===== config.mk =====
export PLATFORM = sky130hd
export DESIGN_NAME = aesha_result_unloader
export DESIGN_NICKNAME = d
export VERILOG_FILES = /design/src/rtl/aesha_result_unloader.sv
export SDC_FILE = /design/constraint.sdc
export NUM_CORES = 1
export LEC_CHECK = 0
export CAP_MARGIN = 20
export CORE_MARGIN = 4
export CORE_UTILIZATION = 50
export DETAILED_ROUTE_END_ITERATION = 12
export PLACE_DENSITY_LB_ADDON = 0.15
export RECOVER_POWER = 50
export SLEW_MARGIN = 5
export SYNTH_ARGS = -nofsm -noshare
export SYNTH_HDL_FRONTEND = slang
export SYNTH_SLANG_ARGS = --single-unit

===== constraint.sdc =====
create_clock -name i_clk -period 5.1 [get_ports i_clk]
set_clock_uncertainty 0.05 [all_clocks]
set_input_delay 1.02 -clock i_clk [delete_from_list [all_inputs] [get_ports i_clk]]
set_output_delay 1.02 -clock i_clk [all_outputs]
set_load 0.03 [all_outputs]

===== src/rtl/aesha_result_unloader.sv =====
// ============================================================================
// Module   : aesha_result_unloader
// Brief    : Captures a finished AESHA result and streams it out MSW-first as
//            32-bit words over a valid/ready interface.
// Revision : 1.0 - initial release
// ============================================================================
`default_nettype none

module aesha_result_unloader #(
    parameter int WORD_W = 32
) (
    input  logic              i_clk,
    input  logic              i_reset,
    input  logic [511:0]      i_core_data,
    input  logic              i_core_done,
    input  logic              i_aes_or_keccak,
    output logic [WORD_W-1:0] o_word,
    output logic              o_valid,
    input  logic              i_ready,
    output logic              o_last,
    output logic [3:0]        o_word_idx,
    output logic              o_busy,
    output logic              o_overrun,
    output logic [7:0]        o_result_cnt
);

    localparam logic [0:0] S_IDLE        = 1'b0;
    localparam logic [0:0] S_STREAM      = 1'b1;
    localparam logic [3:0] C_LAST_AES    = 4'd3;
    localparam logic [3:0] C_LAST_KECCAK = 4'd15;
    localparam logic [3:0] C_AES_BASE    = 4'd12;

    logic [0:0]        r_state;
    logic              r_done_q;
    logic [511:0]      r_buffer;
    logic              r_mode;
    logic [3:0]        r_idx;
    logic              r_overrun;
    logic [7:0]        r_result_cnt;

    logic              w_capture;
    logic              w_streaming;
    logic              w_handshake;
    logic              w_last;
    logic              w_final;
    logic [3:0]        w_last_idx;
    logic [3:0]        w_sel;
    logic [WORD_W-1:0] w_words [16];

    // Slot k holds the k-th most significant word of the full buffer.
    generate
        for (genvar k = 0; k < 16; k++) begin : g_words
            assign w_words[k] = r_buffer[511 - WORD_W*k -: WORD_W];
        end
    endgenerate

    // An AES result occupies the low 128 bits, i.e. the last four slots.
    assign w_sel       = r_mode ? (C_AES_BASE + r_idx) : r_idx;
    assign w_last_idx  = r_mode ? C_LAST_AES : C_LAST_KECCAK;
    assign w_capture   = i_core_done & ~r_done_q;
    assign w_streaming = (r_state == S_STREAM);
    assign w_last      = w_streaming && (r_idx == w_last_idx);
    assign w_handshake = w_streaming & i_ready;
    assign w_final     = w_handshake & w_last;

    assign o_word       = w_streaming ? w_words[w_sel] : '0;
    assign o_valid      = w_streaming;
    assign o_busy       = w_streaming;
    assign o_last       = w_last;
    assign o_word_idx   = r_idx;
    assign o_overrun    = r_overrun;
    assign o_result_cnt = r_result_cnt;

    always_ff @(posedge i_clk) begin
        if (!i_reset) begin
            r_state      <= S_IDLE;
            r_done_q     <= 1'b0;
            r_buffer     <= '0;
            r_mode       <= 1'b0;
            r_idx        <= 4'd0;
            r_overrun    <= 1'b0;
            r_result_cnt <= 8'd0;
        end else begin
            r_done_q <= i_core_done;
            case (r_state)
                S_IDLE: begin
                    if (w_capture) begin
                        r_buffer <= i_core_data;
                        r_mode   <= i_aes_or_keccak;
                        r_idx    <= 4'd0;
                        r_state  <= S_STREAM;
                    end
                end
                S_STREAM: begin
                    if (w_final) begin
                        r_result_cnt <= r_result_cnt + 8'd1;
                        r_idx        <= 4'd0;
                        // A new result arriving on the final beat follows without a gap.
                        if (w_capture) begin
                            r_buffer <= i_core_data;
                            r_mode   <= i_aes_or_keccak;
                        end else begin
                            r_state  <= S_IDLE;
                        end
                    end else begin
                        if (w_handshake) begin
                            r_idx <= r_idx + 4'd1;
                        end
                        if (w_capture) begin
                            r_overrun <= 1'b1;
                        end
                    end
                end
                default: r_state <= S_IDLE;
            endcase
        end
    end

endmodule

`default_nettype wire


======== Yosys cells after proc, flatten, opt, wreduce, memory -nomap -nowiden ========
Index checks and enable logic that the tools add are counted.
word-level totals
  flip-flop bits (word level) ............. 528
  input bits .............................. 517
  output and inout bits ................... 48
  word-level logic and storage cells ...... 45
operators by class
  add/subtract/negate cells ............... 3
  $lt $le $gt $ge ......................... 1
  equality and inequality tests ........... 4
  muxes and demuxes ....................... 19
  bitwise logic cells ..................... 7
  reduce and logical (&&, ||, !) cells .... 4
operators with widths
  kind                                                                     count
  512-bit two-way mux                                                      2
  512-bit one-hot mux with 2 select lines                                  1
  32-bit binary-select mux with 4-bit select                               1
  32-bit two-way mux                                                       3
  4-bit two-way mux                                                        5
  8-bit by 1-bit adder with 8-bit output, second input constant            1
  4-bit one-hot mux with 2 select lines                                    1
  5-bit greater-or-equal comparator, second input constant                 1
  4-bit NOT with 5-bit output                                              1
  4-bit by 1-bit adder with 4-bit output, second input constant            1
  4-bit adder, first input constant                                        1
  4-bit == test                                                            1
  1-bit two-way mux                                                        4
  1-bit one-hot mux with 2 select lines                                    2
  2-bit AND reduction                                                      2
  1-bit bitwise AND                                                        3
  3-bit by 1-bit inequality test with 1-bit output, second input constant  1
  1-bit NOT                                                                3
  3-bit AND reduction                                                      1
  2-bit by 1-bit inequality test with 1-bit output, second input constant  1
  2-bit inequality test, second input constant                             1
  1-bit logical AND                                                        1

======== Logic depth before layout (Yosys ltp) ========
Gate-level depths: netlist (run 1).
  depth in word-level cells ............... 7
  mapped depth ............................ 8
  depth with buffers taken out ............ 5

======== Least setup slack after synthesis (run 1) ========
Ideal clock, no wire load.
  path kind ............................... reg2out
  from .................................... reg r_idx[0], in the netlist o_word_idx[0]
  to ...................................... out o_word[30]
  arrival time ............................ 2252 ps
  data required time ...................... 4030 ps
  setup slack ............................. 1778 ps
  cell stages (with the launch flop) ...... 7
  path through ............................ dfxtp_1 -> clkbuf_2 -> buf_2 -> buf_2 -> mux4_2 -> a22oi_1 -> o221ai_1
on the way
  longest elaborated chain between the ends .. 7
RTL lines
  element                                                     RTL line  RTL
  start, declared                                             37        logic [3:0] r_idx;
  start signal, assigned                                      107       r_idx <= r_idx + 4'd1;
  4-bit adder                                                 58        assign w_sel = r_mode ? (C_AES_BASE + r_idx) : r_idx;
  4-bit two-way mux (*)                                       58
  4-bit NOT with 5-bit output (implied by the code) (*)       66        assign o_word = w_streaming ? w_words[w_sel] : '0;
  32-bit binary-select mux with 4-bit select (*)              66
  32-bit two-way mux (implied by the code) (*) (2 in series)  66
  32-bit two-way mux (*)                                      66
  end, declared                                               17        output logic [WORD_W-1:0] o_word,
Mark *: on every way between the ends. The rest lies on a longest branch, timed or not. The select of a mux whose other input is x is not followed.

======== Worst setup path in the final report (run 1) ========
  from .................................... reg r_idx[3], in the netlist o_word_idx[3]
  to ...................................... out o_word[25]
The elaborated chain is that of the path after synthesis.

==> results of run 1 <==
cell type report:
| class | count | area share |
|---|---|---|
| multi-input cells | 1803 | 0.397 |
| flip-flops and latches | 528 | 0.325 |
| repair buffers | 601 | 0.187 |
| clock buffers | 75 | 0.0477 |
| well taps | 672 | 0.0259 |
| clock inverters | 26 | 0.00939 |
| inverters | 66 | 0.00762 |
| diodes | 9 | 0.000692 |
path summary, 6_finish.rpt:
path / to / start / slack, ns
worst max-delay path: o_word[25] / o_word_idx[3] / 0.28
worst min-delay path: r_buffer[465] / r_buffer[465] / 0.40
worst max register to register: r_buffer[216] / o_word_idx[0] / 0.58
worst min register to register: r_buffer[465] / r_buffer[465] / 0.40
worst min-delay path, cell delays in order, from the launching register on:
cell,delay (ns)
dfxtp_1,0.30
nand2_1,0.05
mux2i_1,0.05
synth_stat cells:
cell,count,area (um^2)
buf_6,1,11.3
nand3_1,2,10.0
a21oi_1,3,15.0
a22oi_1,33,248
a41o_1,1,10.0
and2_1,9,56.3
a21boi_0,3,22.5
buf_1,2,7.51
clkbuf_2,2,10.0
and2_4,1,8.76
o2111ai_1,4,35.0
nor2_1,3,11.3
a32oi_1,1,8.76
nand2b_1,3,18.8
nor4bb_1,1,10.0
xnor2_1,7,61.3
ha_1,2,25.0
o21ai_0,5,25.0
buf_12,51,1020
inv_1,66,248
and4_1,3,26.3
mux4_2,128,2880
o211ai_1,2,15.0
mux2i_1,516,5160
nor2b_1,3,18.8
buf_2,20,100
nand4b_1,1,8.76
o221ai_1,32,280
o22ai_4,1,20.0
or3b_1,1,8.76
buf_8,2,30.0
and2_0,1,6.26
nand3b_1,2,15.0
or4_1,1,7.51
nand2_1,1033,3880
dfxtp_1,528,10600
and4b_1,1,10.0
clkbuf_1,139,522
buf_4,5,37.5
power groups by stage:
| stage | clock network (mW) | logic (mW) | registers [mW] |
|---|---|---|---|
| floorplan | 0 | 0.934 | 4.56 |
| global route | 4.37 | 1.62 | 4.57 |
| global placement | 0 | 1.50 | 4.63 |
| detailed placement | 0 | 1.51 | 4.63 |
| CTS | 4.19 | 1.52 | 4.55 |
| finish | 4.15 | 1.53 | 4.55 |
registers in the layout, indices dropped and copies added (netlist names):
name and flops:
o_busy 1, o_overrun 1, o_result_cnt 8, o_word_idx 4, r_buffer 512, r_done_q 1
r_mode 1
metal layers:
layer / routed length, um / track usage
met1: 36500 / 0.410
met2: 42500 / 0.521
met3: 6550 / 0.0533
met4: 3860 / 0.132
met5: 0 / 0
cells by family after synthesis:
| kind of cell | after synthesis |
|---|---|
| adder cells (fa/ha/maj) | 2 |
| multiplexers | 644 |
| AO/OA/AOI/OAI | 85 |
| AND/OR/NAND/NOR | 1065 |
| XOR/XNOR | 7 |
| flip-flops | 528 |
| buffers and inverters | 288 |
metrics by stage:
| stage | instance area (um^2) | std cells | hold WS (ns) |
|---|---|---|---|
| 2_1_floorplan | 25500 | 2619 | 0.382 |
| 3_3_place_gp | 30800 | 3670 | 0.390 |
| 3_5_place_dp | 30800 | 3670 | 0.393 |
| 4_1_cts | 32600 | 3771 | 0.405 |
| 5_1_grt | 32500 | 3775 | 0.419 |
| 6_report | 32500 | 3780 | 0.402 |
==> flow_summary.toml, run 1 <==
[yosys]
ys_ff_latch = 528
synth_top_family_by_area = "multiplexers"
syn_area_um2 = 25500
synth_xor_area_frac = 0.00241
synth_nets = 3138
avgSynthCellArea_um2 = 9.72
yosys.cell_types.count = 39
yosysWarnings = 0
synth_cells = 2619
muxShareOfSynthArea = 0.316
synth_compound_area_frac = 0.0267
synth-simple-area-share = 0.161
seq_area_frac_synth = 0.415
synthAdderAreaFrac = 0.000983

[flow_run]
maxCapViolCount = 4

[clocking]
cts_made_buffers = 54
cts_setup_buffers = 0
hold_buffers = 0
cts_htree_levels = 2
path_clk_slew_ns = 0.06
post_cts_resize_count = 0
cts.sinks = 528
cts-root-buf = "clkbuf_16"
cts_tree = "done"
clkLatencyLatePin_ns = 0.61
clockBufferDepth = 3

[power_and_ir_drop]
powerDensity_nw_per_um2 = 314
intPower_mw = 7.63
p_sw_mw = 2.60
clkPwrFrac = 0.406
max-vdd-ir-drop_mv = 0.342
swShare = 0.254
power_mw = 10.2
pwr-share-seq = 0.445
cellLeakagePower_nw = 12.4
p_comb_frac = 0.149

[route]
firstDrtPassIters = 5
post_drt_wl_per_cell_um = 23.7
drcViolationCount = 0
totalWireLength_um = 89400
vias = 20818
avgViaCountPerCell = 5.51
drtAntennaViolNets = 0
drt_iter0_markers = 2066

[final_layout]
fillers = 4103
final_util = 0.647
final_cell_mix = "nand2_1, clkdlybuf4s50_1, dfxtp_1"
final_layout_size_suffix_gt1_frac = 0.0836
seqCellArea_um2 = 10600
finalNetCount = 3573
multi_input_area_um2 = 12900
final_common_cell = "nand2_1"
area_growth_pct = 27.7

[die]
dieWidth_um = 234
dieArea_um2 = 54600
rows = 82
core_um2 = 50300
start_util = 0.507
pin_count = 565
die_y_um = 234

[sta]
worst_pin_slew_ns = 3.07
slew-limit-headroom = -1.05
finalSetupTns_ns = 0
min_period_ns = 4.82
period_share = 0.946
finalHoldViolCount = 0
fmax_mhz = 207
setup_violations = 0
layout_setup_ws_ns = 0.275
rsz0062_at_grt = "no"
slew_violations = 291

[critical_path]
path_cells = "or3b_1, a21oi_4, a22oi_1, o221ai_1, clkdlybuf4s50_1"
cp.required_ns = 4.03
crit_buf_inv = 1
arrival_ns = 3.75
crit_type = "reg2out"
cp.depth = 5
crit_family = "compound AO/OA/AOI/OAI gates"
r2r.worst_path.cells = 7
worstPathMaxFanout = 29
crit_path_top_delay_cell = "a21oi_4"
cp-start-kind = "flip-flop"
max_stage_delay_ns = 0.76
critPathCaptureType = "primary output"

[global_route]
grt_pass1_vias = 20923
grt_pass1_wl_um = 129000
grt_usage = 0.315
grt-ovfl-total = 0
grt_max_degree = 131
antenna_found_initial = 7

[placement]
port_buffers = 564
gp_congestion = 0.906
dp_hpwl_um = 68200
pre_cts_ws_ns = 0.934

[min_path]
hold_class = "reg2reg"
hold-path-cell-count = 2

[outcome]
violations = "capacitance limit, slew limit"
status = "finished, violations left"
No activity file was read; power rests on OpenSTA's default activity.
==> run 2: changes to the inputs <==
--- a/config.mk
+++ b/config.mk
@@ -15,3 +15,4 @@
 export SYNTH_ARGS = -nofsm -noshare
 export SYNTH_HDL_FRONTEND = slang
 export SYNTH_SLANG_ARGS = --single-unit
+export TNS_END_PERCENT = 1
==> constraint.sdc (replaced) <==
create_clock -name i_clk -period 5.2 [get_ports i_clk]
set_clock_uncertainty 0.05 [all_clocks]
set_input_delay 1.04 -clock i_clk [delete_from_list [all_inputs] [get_ports i_clk]]
set_output_delay 1.04 -clock i_clk [all_outputs]
set_load 0.03 [all_outputs]
==> run 2 against run 1 <==
Net effect:
- the flow still finishes with violations (capacitance limit, slew limit)
- clock power down 3%
- sequential power down 1%
- largest power group unchanged
- first-iteration DRC count up 1.8%
- sequential cell count unchanged
- design area up 0.40%
- cell count up 0.19%
- largest cell class unchanged
- highest routed layer is now met5
- register-to-register slack better by 1.3 ns
- worst hold slack better by 0.0020 ns
- non-clock buffer count up 10
- critical path depth unchanged
==> flow_summary.toml, run 2 (synthesis results as in run 1) <==
[sta]
layout_setup_ws_ns = 0.337
period_share = 0.935
fmax_mhz = 206
slew_violations = 144
worst_pin_slew_ns = 3.35
setup_violations = 0
rsz0062_at_grt = "no"
min_period_ns = 4.86
slew-limit-headroom = -1.24
finalSetupTns_ns = 0
finalHoldViolCount = 0

[power_and_ir_drop]
cellLeakagePower_nw = 12.5
p_comb_frac = 0.148
pwr-share-seq = 0.449
clkPwrFrac = 0.404
powerDensity_nw_per_um2 = 306
intPower_mw = 7.42
max-vdd-ir-drop_mv = 0.263
p_sw_mw = 2.59
swShare = 0.258

[critical_path]
r2r-start = "o_word_idx[0]"
cp-start-kind = "flip-flop"
r2r_end = "r_buffer[42]"
critPathCaptureType = "primary output"
crit_family = "buffers and inverters"
cp.required_ns = 4.11
max_stage_delay_ns = 0.75
crit_buf_inv = 2
reg2reg_slack_ns = 1.90
r2r.worst_path.cells = 7
worstPathMaxFanout = 27
arrival_ns = 3.77
path_cells = "buf_12, mux4_2, a22oi_1, o221ai_1, clkdlybuf4s50_1"
crit_path_top_delay_cell = "dfxtp_4"
crit_type = "reg2out"

[placement]
dp_hpwl_um = 70000
port_buffers = 564
pre_cts_ws_ns = 1.04
gp_congestion = 0.965

[global_route]
grt_pass1_wl_um = 132000
grt_pass1_vias = 21387
grt_usage = 0.322
antenna_found_initial = 10
grt_max_degree = 149
grt-ovfl-total = 0

[outcome]
violations = "capacitance limit, slew limit"
status = "finished, violations left"

[final_layout]
area_growth_pct = 28.2
final_common_cell = "nand2_1"
regMostFlops = "r_buffer"
final_util = 0.650
finalNetCount = 3584
final_layout_size_suffix_gt1_frac = 0.0843
seqCellArea_um2 = 10600
fillers = 4039
multi_input_area_um2 = 12900
final_cell_mix = "nand2_1, clkdlybuf4s50_1, dfxtp_1"
largest_reg_flops = 512

[die]
rows = 82
dieArea_um2 = 54600
core_um2 = 50300
die_y_um = 234
pin_count = 565
dieWidth_um = 234
start_util = 0.507

[route]
firstDrtPassIters = 6
post_drt_wl_per_cell_um = 24.1
drcViolationCount = 0
drtAntennaViolNets = 0
vias = 21121
drt_iter0_markers = 2103
totalWireLength_um = 91400
avgViaCountPerCell = 5.58

[clocking]
cts_setup_buffers = 0
clockBufferDepth = 3
clkLatencyLatePin_ns = 0.62
cts.sinks = 528
path_clk_slew_ns = 0.06
cts-root-buf = "clkbuf_16"
cts_htree_levels = 2
hold_buffers = 0
cts_made_buffers = 55
cts_tree = "done"
post_cts_resize_count = 0

[min_path]
hold_class = "reg2reg"
hp-start = "r_buffer[427]"
hold-path-cell-count = 2
whs_endpoint = "r_buffer[427]"

[flow_run]
maxCapViolCount = 1
run 2: cell types whose count changed in the layout (fill, tap and decap cells not counted), moves of 2 or more:
cell | before | now
buf_4 | 13 | 17
clkbuf_1 | 13 | 19
clkinv_2 | 17 | 13
clkbuf_4 | 6 | 2
buf_12 | 13 | 18
bufinv_16 | 6 | 4
diode_2 | 9 | 7
clkbuf_8 | 8 | 13
run 2: worst max path at each step:
stage | startpoint | to | depth (start not counted)
floorplan | o_word_idx[0] | o_word[30] | 6
global placement | o_word_idx[0] | o_word[9] | 5
detailed placement | o_word_idx[0] | o_word[9] | 5
CTS | o_word_idx[0] | o_word[9] | 5
global route | i_reset | r_buffer[105] | 4
finish | o_word_idx[0] | o_word[20] | 5
run 2: routing by layer:
metal,up-vias,part of all wire,GRT usage
met5,-,0.00057,0
met4,8,0.054,0.156
met3,221,0.077,0.0659
met2,943,0.47,0.531
met1,10226,0.39,0.404
li1,9723,-,-
run 2: cell type report:
type | instances | area share
multi-input combinational | 1803 | 0.396
sequential | 528 | 0.324
timing repair buffer | 611 | 0.190
clock buffer | 79 | 0.0489
tap | 672 | 0.0258
clock inverter | 21 | 0.00759
inverter | 66 | 0.00759
antenna | 7 | 0.000536
run 2: power groups by stage:
| stage | Sequential [mW] | Combinational [mW] | Clock, mW |
|---|---|---|---|
| 2_1_floorplan | 4.47 | 0.916 | 0 |
| 3_5_place_dp | 4.57 | 1.47 | 0 |
| 6_report | 4.49 | 1.48 | 4.04 |
| 3_3_place_gp | 4.57 | 1.45 | 0 |
| 5_1_grt | 4.50 | 1.57 | 4.26 |
| 4_1_cts | 4.48 | 1.48 | 4.09 |
run 2: worst register-to-register path, delay by kind of cell (launching register included):
kind,cells,cell delay (ns)
buffers and inverters,3,1.09
DFF,1,0.75
AOI/OAI and AO/OA,1,0.61
adders and majority gates,1,0.31
muxes,1,0.25
and+or+nand+nor,1,0.16
run 2: through the flow:
stage | cells | total power [mW] | cell area [um^2] | hold WS (ns)
2_1_floorplan | 2619 | 5.39 | 25500 | 0.382
3_5_place_dp | 3680 | 6.04 | 30900 | 0.394
3_3_place_gp | 3679 | 6.02 | 30800 | 0.390
5_1_grt | 3784 | 10.3 | 32600 | 0.418
4_1_cts | 3780 | 10.1 | 32700 | 0.404
6_report | 3787 | 10.0 | 32700 | 0.404
==> run 3: changes to the inputs <==
--- a/config.mk
+++ b/config.mk
@@ -5,9 +5,8 @@
 export SDC_FILE = /design/constraint.sdc
 export NUM_CORES = 1
 export LEC_CHECK = 0
-export CAP_MARGIN = 20
 export CORE_MARGIN = 4
-export CORE_UTILIZATION = 50
+export CORE_UTILIZATION = 46
 export DETAILED_ROUTE_END_ITERATION = 12
 export PLACE_DENSITY_LB_ADDON = 0.15
 export RECOVER_POWER = 50
@@ -15,4 +14,3 @@
 export SYNTH_ARGS = -nofsm -noshare
 export SYNTH_HDL_FRONTEND = slang
 export SYNTH_SLANG_ARGS = --single-unit
-export TNS_END_PERCENT = 1
==> constraint.sdc (replaced) <==
create_clock -name i_clk -period 4.4 [get_ports i_clk]
set_clock_uncertainty 0.05 [all_clocks]
set_input_delay 0.88 -clock i_clk [delete_from_list [all_inputs] [get_ports i_clk]]
set_output_delay 0.88 -clock i_clk [all_outputs]
set_load 0.03 [all_outputs]
==> run 3 against run 2 <==
Net effect:
- the flow still finishes with violations (capacitance limit, slew limit)
- sequential power rose by 18%
- routed wire length decreased by 2.0%
- worst setup slack lost 0.33 ns
- die area is 8.4% higher
- power up 22%
- global-route usage shrank 3.2 points
- clock power increased by 26%
- largest cell class unchanged
- largest power group unchanged
==> flow_summary.toml, run 3 (synthesis results as in run 1) <==
[outcome]
status = "finished, violations left"
violations = "capacitance limit, slew limit"

[critical_path]
critPathCaptureType = "primary output"
cp-start-kind = "flip-flop"
worstPathMaxFanout = 54
crit_path_top_delay_cell = "clkdlybuf4s50_1"
crit_type = "reg2out"
worstSetupStartpoint = "o_word_idx[1]"
crit_buf_inv = 2
path_cells = "buf_12, mux4_2, a22oi_1, o221ai_1, clkdlybuf4s50_1"
r2r-start = "o_word_idx[0]"
max_stage_delay_ns = 0.67
arrival_ns = 3.46
cp.required_ns = 3.47
crit_family = "buffers and inverters"

[route]
vias = 20723
post_drt_wl_per_cell_um = 23.3
drt_iter0_markers = 1711
firstDrtPassIters = 5
drtAntennaViolNets = 0
avgViaCountPerCell = 5.38
drcViolationCount = 0
totalWireLength_um = 89600

[final_layout]
area_growth_pct = 29.0
final_layout_size_suffix_gt1_frac = 0.0910
final_cell_mix = "nand2_1, clkdlybuf4s50_1, dfxtp_1"
largest_reg_flops = 512
finalNetCount = 3581
regMostFlops = "r_buffer"
fillers = 4489
final_common_cell = "nand2_1"

[die]
dieArea_um2 = 59200
rows = 85
die_y_um = 243
dieWidth_um = 243
start_util = 0.469
pin_count = 565
core_um2 = 54300

[clocking]
path_clk_slew_ns = 0.06
hold_buffers = 0
cts_made_buffers = 56
cts_setup_buffers = 0
clockBufferDepth = 3
cts-root-buf = "clkbuf_16"
clkLatencyLatePin_ns = 0.61
cts.sinks = 528
cts_htree_levels = 2
cts_tree = "done"

[sta]
finalSetupTns_ns = 0
worst_pin_slew_ns = 2.36
rsz0062_at_grt = "no"
slew_violations = 258
setup_violations = 0
slew-limit-headroom = -0.576
finalHoldViolCount = 0
min_period_ns = 4.39
period_share = 0.998
fmax_mhz = 228

[power_and_ir_drop]
cellLeakagePower_nw = 12.5
power_mw = 12.2
clkPwrFrac = 0.420
intPower_mw = 9.12
p_comb_frac = 0.146
pwr-share-seq = 0.434
powerDensity_nw_per_um2 = 370
p_sw_mw = 3.04
swShare = 0.250
max-vdd-ir-drop_mv = 0.285

[placement]
gp_congestion = 0.946
port_buffers = 564
dp_hpwl_um = 68800

[global_route]
antenna_found_initial = 2
grt_pass1_wl_um = 131000
grt_max_degree = 151
grt-ovfl-total = 0
grt_usage = 0.290
grt_pass1_vias = 21497

[min_path]
hp-start = "r_buffer[426]"
hold_class = "reg2reg"

[flow_run]
maxCapViolCount = 3
## run 3: changes by cell type in the layout (fill, tap and decap cells not counted), sizes merged
cell,delta
diode,-6
clkinvlp,-1
buf,+2
inv,+1
dlygate4sd3,-6
bufinv,+5
clkdlybuf4s50,+1
clkbuf,-2
clkinv,+2
## run 3: per-layer routing
metal / vias up / track usage / wire length, um / share of wire
li1: 9715 / - / - / -
met1: 10039 / 0.356 / 35500 / 0.40
met2: 822 / 0.503 / 44200 / 0.49
met3: 147 / 0.0521 / 5950 / 0.066
met4: 0 / 0.122 / 4050 / 0.045
met5: - / 0 / 0 / 0
## run 3: layout make-up
class                           count  area, um^2  share of cell area
Inverter                           66         248             0.00754
Tap cell                          739         925              0.0281
Multi-Input combinational cell   1803       13000               0.395
Timing Repair Buffer              607        6140               0.187
Sequential cell                   528       10600               0.322
Antenna cell                        1        2.50           0.0000762
Clock inverter                     28         377              0.0115
Clock buffer                       78        1630              0.0495
## run 3: worst paths after layout
check / end / slack (ns) / cells after the start
max reg2reg: r_buffer[228] / 0.33 / 7
min reg2reg: r_buffer[426] / 0.40 / 2
min: r_buffer[426] / 0.40 / 2
max: o_word[21] / 0.01 / 5
## run 3: timing repair
action                                  in CTS  in global routing
pin swaps                                    0                  0
endpoints found under the hold margin        0                  0
gates resized for setup                      3                  6
endpoints found under the setup margin       3                  6
## run 3: worst reg2reg max path, cell delays in order, from the launching register on
cell and delay, ns:
dfxtp_2 0.48, buf_12 0.36, ha_1 0.36, nand3_1 0.17, o22ai_4 0.16, clkbuf_1 0.69
clkbuf_2 1.37, mux2i_1 0.34
## run 3: metrics by stage
stage	util	instance area [um^2]	hold WS, ns	setup WS [ns]	std cells
after floorplan	-	25500	0.382	1.22	2619
after global placement	0.569	30900	0.390	0.604	3743
after detailed placement	0.569	30900	0.394	0.598	3743
after CTS	0.606	32900	0.405	0.00793	3849
after global routing	0.605	32900	0.416	0.000738	3850
final	0.605	32900	0.403	0.0109	3850
## run 3: power groups by stage
| stage | logic, mW | clock network (mW) | registers, mW |
|---|---|---|---|
| detailed placement | 1.76 | 0 | 5.37 |
| floorplan | 1.08 | 0 | 5.29 |
| CTS | 1.77 | 5.17 | 5.27 |
| global placement | 1.74 | 0 | 5.37 |
| global route | 1.89 | 5.36 | 5.30 |
| finish | 1.77 | 5.11 | 5.28 |
